[config.mk]
export PLATFORM = sky130hd
export DESIGN_NAME = formula_enum_sequencer
export DESIGN_NICKNAME = d
export VERILOG_FILES = /design/src/rtl/formula_enum_sequencer.sv
export SDC_FILE = /design/constraint.sdc
export NUM_CORES = 1
export LEC_CHECK = 0
export CORE_AREA = 8 8 119 176
export DETAILED_ROUTE_END_ITERATION = 10
export DIE_AREA = 0 0 127 184
export DONT_BUFFER_PORTS = 1
export PLACE_DENSITY = 0.57
export SLEW_MARGIN = 10
export SYNTH_ARGS = -nofsm -noshare
export SYNTH_HDL_FRONTEND = slang
export SYNTH_SLANG_ARGS = --single-unit
export TNS_END_PERCENT = 30
[constraint.sdc]
create_clock -name clk -period 3.1 [get_ports clk]
set_clock_uncertainty 0.1 [all_clocks]
set_input_delay 0.31 -clock clk [delete_from_list [all_inputs] [get_ports clk]]
set_output_delay 0.31 -clock clk [all_outputs]
set_load 0.005 [all_outputs]
[src/rtl/formula_enum_sequencer.sv]
// Exhaustive checker: enumerates the low K formula inputs over a fixed base vector and reports falsifying assignments.
// Optional macro FORMULA_ENUM_ALL_CEX_EN: report every counterexample and add the cex_cnt output.
module formula_enum_sequencer #(
  parameter int N_IN   = 49,
  parameter int K_MAX  = 16,
  parameter int SETTLE = 2
) (
  input  logic                       clk,
  input  logic                       rst_n,
  input  logic                       start,
  input  logic [$clog2(K_MAX+1)-1:0] k_sel,
  input  logic [N_IN-1:0]            base_vec,
  output logic [N_IN-1:0]            f_vec,
  input  logic                       f_out,
  output logic                       busy,
  output logic                       done,
  output logic                       valid_all,
  output logic                       cex_valid,
  input  logic                       cex_ready,
  output logic [N_IN-1:0]            cex_vec,
  output logic [K_MAX:0]             eval_cnt,
`ifdef FORMULA_ENUM_ALL_CEX_EN
  output logic [K_MAX:0]             cex_cnt,
`endif
  output logic [2:0]                 dbg_state
);

  localparam int KW = $clog2(K_MAX + 1);

  // Handshake: the counterexample transfers on a rising edge where cex_valid
  // and cex_ready are both high; cex_valid/cex_vec are stable until then.
  typedef enum logic [2:0] {
    S_IDLE   = 3'd0,
    S_APPLY  = 3'd1,
    S_WAIT   = 3'd2,
    S_CHECK  = 3'd3,
    S_REPORT = 3'd4,
    S_DONE   = 3'd5
  } state_t;

  state_t            r_state;
  logic [K_MAX-1:0]  r_idx;
  logic [KW-1:0]     r_k;
  logic [N_IN-1:0]   r_base;
  logic [3:0]        r_settle;

  logic [N_IN-1:0]   w_apply;
  logic [K_MAX-1:0]  w_last_idx;
  logic              w_last;

  always_comb begin
    w_apply    = r_base;
    w_last_idx = '0;
    for (int i = 0; i < K_MAX; i++) begin
      if (i < int'(r_k)) begin
        w_apply[i]    = r_idx[i];
        w_last_idx[i] = 1'b1;
      end
    end
  end

  assign w_last    = (r_idx == w_last_idx);
  assign dbg_state = r_state;

  always_ff @(posedge clk) begin
    if (!rst_n) begin
      r_state   <= S_IDLE;
      r_idx     <= '0;
      r_k       <= '0;
      r_base    <= '0;
      r_settle  <= '0;
      f_vec     <= '0;
      cex_vec   <= '0;
      eval_cnt  <= '0;
      busy      <= 1'b0;
      done      <= 1'b0;
      valid_all <= 1'b0;
      cex_valid <= 1'b0;
`ifdef FORMULA_ENUM_ALL_CEX_EN
      cex_cnt   <= '0;
`endif
    end else begin
      case (r_state)
        S_IDLE, S_DONE: begin
          if (start) begin
            r_base    <= base_vec;
            r_k       <= (k_sel > KW'(K_MAX)) ? KW'(K_MAX) : k_sel;
            r_idx     <= '0;
            eval_cnt  <= '0;
            valid_all <= 1'b0;
            done      <= 1'b0;
            busy      <= 1'b1;
`ifdef FORMULA_ENUM_ALL_CEX_EN
            cex_cnt   <= '0;
`endif
            r_state   <= S_APPLY;
          end
        end
        S_APPLY: begin
          f_vec    <= w_apply;
          r_settle <= 4'(SETTLE);
          r_state  <= (SETTLE > 0) ? S_WAIT : S_CHECK;
        end
        S_WAIT: begin
          r_settle <= r_settle - 4'd1;
          if (r_settle == 4'd1) r_state <= S_CHECK;
        end
        S_CHECK: begin
          eval_cnt <= eval_cnt + 1'b1;
          if (!f_out) begin
            cex_vec   <= f_vec;
            cex_valid <= 1'b1;
`ifdef FORMULA_ENUM_ALL_CEX_EN
            cex_cnt   <= cex_cnt + 1'b1;
`endif
            r_state   <= S_REPORT;
          end else if (w_last) begin
`ifdef FORMULA_ENUM_ALL_CEX_EN
            valid_all <= (cex_cnt == '0);
`else
            valid_all <= 1'b1;
`endif
            done      <= 1'b1;
            busy      <= 1'b0;
            r_state   <= S_DONE;
          end else begin
            r_idx   <= r_idx + 1'b1;
            r_state <= S_APPLY;
          end
        end
        S_REPORT: begin
          if (cex_valid && cex_ready) begin
            cex_valid <= 1'b0;
`ifdef FORMULA_ENUM_ALL_CEX_EN
            if (w_last) begin
              valid_all <= 1'b0;
              done      <= 1'b1;
              busy      <= 1'b0;
              r_state   <= S_DONE;
            end else begin
              r_idx   <= r_idx + 1'b1;
              r_state <= S_APPLY;
            end
`else
            valid_all <= 1'b0;
            done      <= 1'b1;
            busy      <= 1'b0;
            r_state   <= S_DONE;
`endif
          end
        end
        default: r_state <= S_IDLE;
      endcase
    end
  end

endmodule

==> results of run 1 <==
-- report_power, final --
part	switching, uW	internal [uW]
clock network	999	1360
registers	344	2840
logic	1210	628
-- worst max-delay path, stage by stage, from the launching register on --
cell,delay [ns]
dfxtp_1,0.66
nor2_1,0.19
a21boi_0,0.28
o21ai_0,0.25
a2111oi_4,0.40
a21oi_2,0.08
buf_4,0.20
buf_4,0.18
or3_1,0.30
a31oi_1,0.15
-- metal layers --
layer | share of wire (%) | track usage, % | vias up
met1 | 40 | 21.7 | 3238
met5 | 0 | 0 | -
met3 | 5.9 | 5.17 | 33
li1 | - | - | 3570
met2 | 52 | 35.3 | 163
met4 | 2.2 | 7.93 | 0
-- what timing repair did --
action | 4_1_cts | 5_1_grt
hold buffers | 56 | 0
endpoints found under the hold margin | 74 | 0
setup endpoints to repair | 0 | 0
buffers inserted | 0 | 0
-- cell usage after synthesis, types with 3 or more instances --
cell type and count:
a211oi_1 13, a21oi_1 167, a31oi_1 15, and3_1 9, buf_1 8, buf_4 4, buf_6 4, clkbuf_1 63
dfxtp_1 196, ha_1 4, inv_1 7, mux2i_1 11, nand2_1 318, nand3_1 33, nand3b_1 14, nand4_1 3
nor2_1 55, nor3_1 11, nor3b_1 4, nor4_1 7, o211ai_1 5, o21a_1 3, o21ai_0 20, o31a_1 3
o31ai_1 3, or3_1 6, xnor2_1 8, xor2_1 5
-- cell families after synthesis --
kind of cell / after synthesis
flip-flops: 196
adder cells (fa/ha/maj): 4
multiplexers: 13
XOR/XNOR: 13
AND/OR/NAND/NOR: 472
AO/OA/AOI/OAI: 254
buffers and inverters: 90
-- path summary, 6_finish.rpt --
kind,to
max,r_idx[12]
min,cex_valid
max reg2reg,r_idx[12]
min reg2reg,f_vec[17]
-- state kept, by name, indices dropped and copies added, names as in the netlist --
| register | count |
|---|---|
| eval_cnt | 17 |
| r_k | 5 |
| r_base | 49 |
| r_settle | 4 |
| cex_valid | 1 |
| valid_all | 1 |
| f_vec | 49 |
| dbg_state | 3 |
| cex_vec | 49 |
| done | 1 |
| r_idx | 16 |
| busy | 1 |
-- cell type report --
type                            instances  share of cell area (%)
Clock buffer                           17                    4.50
Clock inverter                         15                    2.17
Inverter                                9                   0.410
Multi-Input combinational cell        756                    40.7
Sequential cell                       196                    41.5
Tap cell                              220                    2.91
Timing Repair Buffer                   77                    7.73
-- per-stage QoR --
step                setup slack [ns]  hold slack, ns  instances
floorplan                      0.787           0.332       1042
global placement               0.293           0.335       1202
detailed placement             0.261           0.335       1202
CTS                            0.246          0.0102       1290
global route                  0.0240          0.0348       1290
finish                         0.214          0.0249       1290
==> results.toml, run 1 <==
[run_status]
status = "complete, no violations"

[synthesis]
ys_ff_latch = 196
synth-compound-area-share_pct = 18.5
synth_cell_type_count = 64
synthFlopType = "dfxtp_1"
ys_warn_count = 0
synth.area.top_cells = "dfxtp_1, nand2_1, a21oi_1"
synth.largest_area_cell = "dfxtp_1"
synthAdderAreaFrac_pct = 0.616
syn_area_sq_mm = 0.00813
muxShareOfSynthArea_pct = 1.63
avgSynthCellArea_sq_um = 7.80
synth-async-reset-ratio_pct = 0
synth_top_family_by_area = "simple AND/OR/NAND/NOR gates"
synth_seq_area_share_pct = 48.3
synth-xor-area-share_pct = 1.40
synthCells = 1042
synthesis.nets = 1105
synth_edf_count = 0
synth-simple-area-share_pct = 24.8
synth_top_area_share_pct = 48.3

[hold_path]
hold_path_class = "in2reg"
hp-start = "f_out"
hold_depth = 3

[cts]
cts_sinks = 196
ctsHtreeMaxLevel = 4
cts_tree = "yes"
clock_path_buffers = 2
clk_latency_ns = 0.44
cts_resized = 0
clk_pin_slew_ns = 0.08
root_buffer = "clkbuf_16"
numCtsBuffers = 17

[routing]
drt-total-wl_microns = 23100
vias_per_cell = 5.43
drt_pass1_iterations = 5
drt_first_iter_violations = 478
drc = 0
ant_nets = 0
wire_per_inst_microns = 17.9
vias = 7004

[floorplan]
ios = 181
core-area_sq_mm = 0.0183
num_rows = 61
die_w_microns = 127
fp.dieH_microns = 184
start_util_pct = 44.4
dieArea_sq_mm = 0.0234

[place]
port_buffers = 0
dp_hpwl_microns = 15700
dpl_cell_area_sq_mm = 0.00826
gp_congestion = 0.869

[sta]
drv_slew = 0
setup_viol = 0
finalHoldViolCount = 0
period_needed_ns = 2.89
clock.fmax_mhz = 347
slew_headroom_pct = 33.4
rsz0062_at_grt = "false"
setup_tns_ns = 0
period_share_pct = 93.1
worstMarginPinSlew_ns = 0.999

[pwr]
power_density_mw_per_mm2 = 782
fin_total_pwr_uw = 7390
p_leak_uw = 0.00322
peakVddDrop_mv = 0.501

[worst_setup_path]
critPathCaptureType = "flip-flop"
r2r.worst_path.cells = 9
startpoint = "r_k[3]"
critical_path_class = "reg2reg"
arrival_ns = 3.15
rrSetupSlack_ns = 0.21
required_ns = 3.37
reg2reg_from = "r_k[3]"
path_max_fanout = 18
cp-start-kind = "flip-flop"

[final_layout]
seqCellArea_sq_mm = 0.00392
diodes = 0
final_cell_area_sq_mm = 0.00945
multi_input_area_sq_mm = 0.00385
fill_cells = 1795
syn_to_final_growth_pct = 16.2
layout_commonest_cell = "nand2_1"
nets = 1120
fin_util_pct = 51.6
drive_gt1_share_pct = 7.01
final_cell_mix = "nand2_1, dfxtp_1, a21oi_1, dlygate4sd3_1, nor2_1"

[global_route]
antenna_found_initial = 0
grt_pass1_wl_microns = 36600
gr-total-overflow = 0
grt_usage_pct = 19.8
grt_pass1_vias = 6583
grt_max_degree = 85

[run]
drv_cap = 0
(Power assumes the default switching activity.)
==> run 2: changes to the inputs <==
- CELL_PAD_IN_SITES_DETAIL_PLACEMENT: unset -> 1
- CELL_PAD_IN_SITES_GLOBAL_PLACEMENT: unset -> 2
- CORE_AREA: 8 8 119 176 -> 8 8 132 196
- DIE_AREA: 0 0 127 184 -> 0 0 140 204
- PLACE_DENSITY: 0.57 -> 0.76
- SLEW_MARGIN: 10 -> unset
==> run 2 against run 1 <==
  * Sequential share of layout area is 0.84 points lower
  * Non-clock buffer count grew 6
  * Sequential power about the same
  * Combinational power grew 5%
  * Worst setup slack gained 0.086 ns
  * Final cell count up 5.4%
  * Utilization fell by 9.9 points
  * Hold slack gained 0.0030 ns
==> results.toml, run 2 (synthesized netlist as in run 1, its figures left out) <==
[pwr]
p_sw_uw = 2630
p_int_uw = 5060
peakVddDrop_mv = 0.424
p_leak_uw = 0.00328
p_clk_share_pct = 33.2
p_sw_share_pct = 34.2
seq_power_share_pct = 41.5
combPwrFrac_pct = 25.3
power_density_mw_per_mm2 = 797
fin_total_pwr_uw = 7690

[routing]
vias_per_cell = 5.27
drc = 0
ant_nets = 0
vias = 7162
wire_per_inst_microns = 19.2
drt_pass1_iterations = 4
drt-total-wl_microns = 26100
drt_first_iter_violations = 268

[global_route]
gr-total-overflow = 0
use_met1_pct = 19.4
grt_pass1_wl_microns = 41600
grt_pass1_vias = 7373
grt_busiest_layer = "met2"
grt_usage_pct = 18.4
use_met2_pct = 33.9
use_met3_pct = 5.03
grt_max_degree = 81
antenna_found_initial = 0

[sta]
finalHoldViolCount = 0
final.setup.worst_slack_ns = 0.301
setup_tns_ns = 0
setup_viol = 0
period_needed_ns = 2.80
slew_headroom_pct = 40.5
rsz0062_at_grt = "false"
worstMarginPinSlew_ns = 0.889
clock.fmax_mhz = 357
period_share_pct = 90.3
drv_slew = 0

[cts]
cts_resized = 0
cts_sinks = 196
ctsHtreeMaxLevel = 4
clk_pin_slew_ns = 0.07
clk_latency_ns = 0.44
cts_tree = "yes"
clock_path_buffers = 2
root_buffer = "clkbuf_16"
numCtsBuffers = 17

[worst_setup_path]
critPathCaptureType = "flip-flop"
r2r_end = "r_idx[12]"
arrival_ns = 3.05
critical_path_class = "reg2reg"
r2r.worst_path.cells = 8
reg2reg_from = "r_k[2]"
cp_slowest_cell = "dfxtp_1"
critical_path.top_delay_family = "compound AO/OA/AOI/OAI gates"
cp-start-kind = "flip-flop"
required_ns = 3.36
critPathBufInv = 1
path_max_fanout = 16
worstPathCellList = "o21ai_0 -> a21boi_0 -> o211a_1 -> nor4b_4 -> a21oi_2 -> buf_4 -> or3_1 -> a31oi_1"
rrSetupSlack_ns = 0.30
cpPeakStageDelay_ns = 0.71

[floorplan]
die_w_microns = 140
num_rows = 69
fp.dieH_microns = 204
ios = 181
dieArea_sq_mm = 0.0286
start_util_pct = 35.1
core-area_sq_mm = 0.0231

[place]
place_ws_ns = 0.337
dp_hpwl_microns = 18100
gp_congestion = 0.810
post-place-cells = 1271
port_buffers = 0

[final_layout]
final_cell_mix = "nand2_1, dfxtp_1, a21oi_1, dlygate4sd3_1, nor2_1"
diodes = 0
drive_gt1_share_pct = 7.43
syn_to_final_growth_pct = 18.6
nets = 1126
largestRegisters = "cex_vec (49), f_vec (49), r_base (49)"
fin_cells = 1360
layout_commonest_cell = "nand2_1"

[hold_path]
hold_depth = 2
hp-start = "rst_n"
hold_path_class = "in2reg"
holdPathEnd = "eval_cnt[0]"

[run]
drv_cap = 0

[run_status]
status = "complete, no violations"
## run 2: metal layers
metal / wire length, microns / part of all wire (%) / up-vias
met4: 659 / 2.5 / 0
met5: 0 / 0 / -
li1: - / - / 3564
met2: 13800 / 53 / 132
met3: 1290 / 4.9 / 32
met1: 10300 / 40 / 3434
## run 2: layout make-up
cell class	instances	area, sq um
Fill cell	2765	13500
Clock buffer	22	494
Sequential cell	196	3920
Tap cell	284	355
Multi-Input combinational cell	756	3850
Inverter	9	38.8
Clock inverter	10	191
Timing Repair Buffer	83	791
## run 2: worst reg2reg max path, delay by kind of cell (launching register included)
family / cells / cell delay, ns
AOI/OAI and AO/OA: 5 / 1.12
buffers and inverters: 1 / 0.21
DFF: 1 / 0.71
and+or+nand+nor: 2 / 0.60
## run 2: how the worst max path moves through the flow
stage	start	endpoint	slack, ns	cells past startpoint
finish	r_k[2]	r_idx[12]	0.30	8
global route	r_k[2]	valid_all	0.14	7
CTS	r_k[2]	valid_all	0.32	7
detailed placement	r_k[2]	valid_all	0.34	7
global placement	r_k[3]	r_idx[13]	0.40	8
floorplan	r_k[4]	r_idx[10]	0.79	10
## run 2: what timing repair did
item                                   4_1_cts  5_1_grt
hold buffers                                57        0
endpoints found under the hold margin       71        0
buffers inserted                             0        0
setup endpoints to repair                    0        0
## run 2: stage by stage
stage               hold slack [ns]  utilization (%)  instance area (sq um)
floorplan                     0.332                -                   8130
global placement              0.336             36.3                   8390
detailed placement            0.337             36.3                   8390
CTS                         0.00918             41.7                   9640
global route                 0.0222             41.7                   9640
finish                       0.0279             41.7                   9640
## run 2: power by group through the flow
stage	logic, uW	clock network [uW]	registers [uW]
after global placement	1880	0	3260
after global routing	2190	2730	3240
final	1940	2560	3190
after CTS	2000	2630	3200
after detailed placement	1920	0	3260
after floorplan	1410	0	3080
==> run 3: changes to the inputs <==
- CORE_AREA: 8 8 132 196 -> 8 8 157 232
- CTS_BUF_LIST: unset -> sky130_fd_sc_hd__clkbuf_2 sky130_fd_sc_hd__clkbuf_4 sky130_fd_sc_hd__clkbuf_8
- CTS_CLUSTER_SIZE: unset -> 25
- DIE_AREA: 0 0 140 204 -> 0 0 165 240
- PLACE_DENSITY: 0.76 -> 0.56
==> run 3 against run 2 <==
  * Sequential cell count stayed put
  * Worst setup slack got worse by 0.062 ns
  * Die area rose by 39%
  * Sequential power is essentially flat
  * Via count hardly changed
  * Clock power is 30% lower
  * Global-route usage down 3.8 points
  * Final area shrank 0.82%
  * Count of clock-buffer cells in the layout did not move
  * Non-clock buffer count stayed put
  * Critical path type unchanged
  * Largest cell class unchanged
  * Highest routed layer unchanged
==> results.toml, run 3 (synthesized netlist as in run 1, its figures left out) <==
[routing]
drt_first_iter_violations = 251
vias = 7169
drc = 0
vias_per_cell = 4.80
wire_per_inst_microns = 19.1
drt_pass1_iterations = 4
drt-total-wl_microns = 28600
ant_nets = 0

[cts]
clk_latency_ns = 0.50
cts_setup_buffers = 0
cts_tree = "yes"
ctsHtreeMaxLevel = 4
clock_path_buffers = 2
root_buffer = "clkbuf_8"
cts_resized = 0
numCtsBuffers = 17
cts_sinks = 196
clk_pin_slew_ns = 0.10

[sta]
finalHoldViolCount = 0
period_share_pct = 92.3
rsz0062_at_grt = "false"
drv_slew = 0
period_needed_ns = 2.86
clock.fmax_mhz = 349
worstMarginPinSlew_ns = 1.06
setup_tns_ns = 0
setup_viol = 0
final.setup.worst_slack_ns = 0.239
slew_headroom_pct = 29.1

[pwr]
power_density_mw_per_mm2 = 729
combPwrFrac_pct = 28.6
p_clk_share_pct = 25.5
p_leak_uw = 0.00317
p_int_uw = 4320
p_sw_share_pct = 38.0
peakVddDrop_mv = 0.360
seq_power_share_pct = 45.9
p_sw_uw = 2650

[floorplan]
start_util_pct = 24.5
ios = 181
core-area_sq_mm = 0.0331
die_w_microns = 165
fp.dieH_microns = 240
num_rows = 82
dieArea_sq_mm = 0.0396

[place]
gp_congestion = 0.735
port_buffers = 0
place_ws_ns = 0.288
dp_hpwl_microns = 20000
post-place-cells = 1406

[global_route]
grt_max_degree = 77
grt_pass1_wl_microns = 44500
antenna_found_initial = 0
grt_usage_pct = 14.5
grt_pass1_vias = 7396
gr-total-overflow = 0

[worst_setup_path]
reg2reg_from = "r_k[2]"
required_ns = 3.43
worstPathCellList = "or2_0 -> a21oi_1 -> a22oi_1 -> nor4b_4 -> a21oi_2 -> buf_4 -> mux2_2 -> nor2_1"
critical_path_class = "reg2reg"
rrSetupSlack_ns = 0.24
cp_slowest_cell = "dfxtp_1"
r2r.worst_path.cells = 8
critPathCaptureType = "flip-flop"
arrival_ns = 3.19
r2r_end = "r_idx[0]"
startpoint = "r_k[2]"
path_max_fanout = 16
cp-start-kind = "flip-flop"
cpPeakStageDelay_ns = 0.76

[final_layout]
largestRegisters = "cex_vec (49), f_vec (49), r_base (49)"
fin_cells = 1495
nets = 1126
final_cell_mix = "nand2_1, dfxtp_1, a21oi_1, dlygate4sd3_1, nor2_1"
syn_to_final_growth_pct = 17.7
layout_commonest_cell = "nand2_1"
drive_gt1_share_pct = 7.26
diodes = 0
fin_util_pct = 28.9

[hold_path]
holdPathEnd = "r_idx[10]"
hold_path_class = "in2reg"
hold_depth = 3
hp-start = "f_out"

[run]
drv_cap = 0

[run_status]
status = "complete, no violations"
-- run 3: changes by cell type in the layout (fill, tap and decap cells not counted), moves of 2 or more --
cell       delta
clkbuf_4      +2
clkbuf_16    -17
buf_12        +2
buf_4         -3
bufinv_16     -3
clkbuf_8     +15
-- run 3: metal layers --
metal | track usage (%) | up-vias | wire, microns
met2 | 26.7 | 117 | 15100
met5 | 0 | - | 0
li1 | - | 3565 | -
met3 | 3.31 | 24 | 1390
met1 | 16.0 | 3463 | 11600
met4 | 4.52 | 0 | 440
-- run 3: layout make-up --
type,count,area [sq um]
fill,3970,23600
sequential,196,3920
multi-input combinational,756,3850
timing repair buffer,83,818
tap,420,526
clock buffer,22,290
clock inverter,9,119
inverter,9,38.8
-- run 3: through the flow --
| step | area, sq um | hold slack [ns] | power, uW |
|---|---|---|---|
| after floorplan | 8130 | 0.332 | 4500 |
| after global placement | 8580 | 0.337 | 5240 |
| after detailed placement | 8580 | 0.341 | 5270 |
| after CTS | 9570 | 0.0288 | 7170 |
| after global routing | 9570 | 0.0753 | 7510 |
| final | 9570 | 0.0811 | 6980 |
-- run 3: repair_timing --
item | 4_1_cts | 5_1_grt
hold endpoints to repair | 74 | 0
hold buffers | 58 | 0
setup endpoints to repair | 0 | 0
-- run 3: power by group through the flow --
stage                     Sequential, uW  Combinational [uW]  Clock (uW)
after floorplan                     3080                1410           0
after global routing                3270                2270        1970
after global placement              3280                1960           0
after detailed placement            3280                1990           0
final                               3200                1990        1780
after CTS                           3220                2070        1880
-- run 3: worst max path at each step --
stage                 to  slack, ns  cells past startpoint
2_1_floorplan  r_idx[10]       0.79                     10
3_3_place_gp    r_idx[0]       0.36                      8
3_5_place_dp    r_idx[0]       0.29                      8
4_1_cts         r_idx[0]       0.27                      8
5_1_grt        r_idx[12]       0.05                      8
6_report        r_idx[0]       0.24                      8
-- run 3: critical path: cells and delay by family (launching register included) --
family          cells  cell delay, ns
flops               1            0.76
simple gates        3            0.64
compound gates      3            0.71
buf+inv             1            0.23
mux                 1            0.35
==> RTL change (config.mk and constraints of run 2) <==
Set the parameter `K_MAX` to 8 (it was 16).
--- a/src/rtl/formula_enum_sequencer.sv
+++ b/src/rtl/formula_enum_sequencer.sv
@@ -2,7 +2,7 @@
 // Optional macro FORMULA_ENUM_ALL_CEX_EN: report every counterexample and add the cex_cnt output.
 module formula_enum_sequencer #(
   parameter int N_IN   = 49,
-  parameter int K_MAX  = 16,
+  parameter int K_MAX  = 8,
   parameter int SETTLE = 2
 ) (
   input  logic                       clk,
Ports: changed (resized eval_cnt and k_sel); port bits go from 181 to 172. The function was not compared with the original's and may differ.
==> RTL change against run 2 <==
- area after synthesis shrank 12%
- design area shrank 10%
- sequential share of layout area increased by 0.71 points
- fmax is 1.3% higher
- global-route usage fell by 2.5 points
- wire length is 14% lower
- setup slack improved by 0.037 ns
- combinational power decreased by 6%
- largest power group unchanged
- utilization shrank 4.3 points
- critical path type unchanged
- sequential cell count decreased by 17
- total power shrank 7.6%
==> RTL change: results (changes against run 2) <==
post-place-cells: 1137  # was 1271
critical_path.top_delay_family: "buffers and inverters"  # was compound AO/OA/AOI/OAI gates
wl_per_cell_um: 18.28  # was 19.17 um
hold_end: "dbg_state[2]$_SDFFE_PN0P_"  # was eval_cnt[0]$_SDFFE_PN0P_
worst-slew-pin-transition_ns: 0.9044  # was 0.8891 ns
combPwrFrac_pct: 25.7  # was 25.3%
hold_ws_ns: 0.03757  # was 0.02793 ns
drt_iter0_drc: 221  # was 268
syn_inst: 904  # was 1042
cp_max_fo: 18  # was 16
synth_xor_area_share_pct: 0.6095  # was 1.400%
synth-compound-area-share_pct: 19.40  # was 18.54%
ys_seq_elements: 179  # was 196
drive_gt1_share_pct: 6.908  # was 7.435%
postPlaceCellArea_mm2: 0.007435  # was 0.008388 mm2
buf_share_pct: 8.760  # was 8.199%
status: "complete, no violations"  # unchanged
yosys-top-cells-area: "dfxtp_1 (50%), nand2_1 (16%), a21oi_1 (8.2%), a21boi_0 (4.6%), clkbuf_1 (2.9%)"  # was dfxtp_1 (48%), nand2_1 (15%), a21oi_1 (10%), clkbuf_1 (2.9%), nor2_1 (2.5%)
seq_area_share_pct: 41.40  # was 40.68%
grt_max_degree: 64  # was 81
syn_nets: 966  # was 1105
cp.arrival_ns: 3.01  # was 3.05 ns
buffers: 76  # was 83
grtUsageTotal_pct: 15.91  # was 18.36%
clk_share_pct: 7.199  # was 7.110%
multi_input_cells: 646  # was 756
slowest_delay_ns: 0.67  # was 0.71 ns
power_density_mw_per_mm2: 821.1  # was 797.5 mW/mm2
inverters_excl_clock: 10  # was 9
ff2ff_setup_slack_ns: 0.34  # was 0.30 ns
dp_slack_ns: 0.6852  # was 0.3372 ns
multi_input_area_share_pct: 38.07  # was 39.92%
gp_congestion: 0.7625  # was 0.8101
wirelength_um: 22400  # was 26080 um
regArea_mm2: 0.003583  # was 0.003924 mm2
fill_cells: 2777  # was 2765
dp_hpwl_um: 15060  # was 18080 um
synth_adder_area_share_pct: 0.6966  # was 0.6156%
hold_depth: 3  # was 2
-- RTL change: cell count changes after synthesis, moves of 6 or more --
cell	run 2	this run
a21boi_0	2	44
a21oi_1	167	117
a31oi_1	15	4
clkbuf_1	63	55
dfxtp_1	196	179
nand2_1	318	308
nand3_1	33	18
nand3b_1	14	6
nor2_1	55	32
nor3_1	11	4
nor4_1	7	0
xnor2_1	8	2
-- RTL change: logic make-up (layout without fill, tap and decap cells) --
family	after synthesis	in the layout
compound gates	224	224
xor+xnor	5	5
fa+ha+maj	4	4
buf+inv	79	116
flops	179	179
mux	9	9
simple gates	404	404
-- RTL change: layer usage --
layer	routed length [um]	GRT usage [%]	vias to the layer above
li1	-	-	3080
met1	8848	16.74	2998
met2	11940	29.18	103
met3	1272	4.980	20
met4	329	5.800	2
met5	8	0	-
-- RTL change: what timing repair did --
| item | in CTS | in global routing |
|---|---|---|
| setup buffers | 0 | 0 |
| hold buffers | 58 | 0 |
| hold endpoints to repair | 81 | 0 |
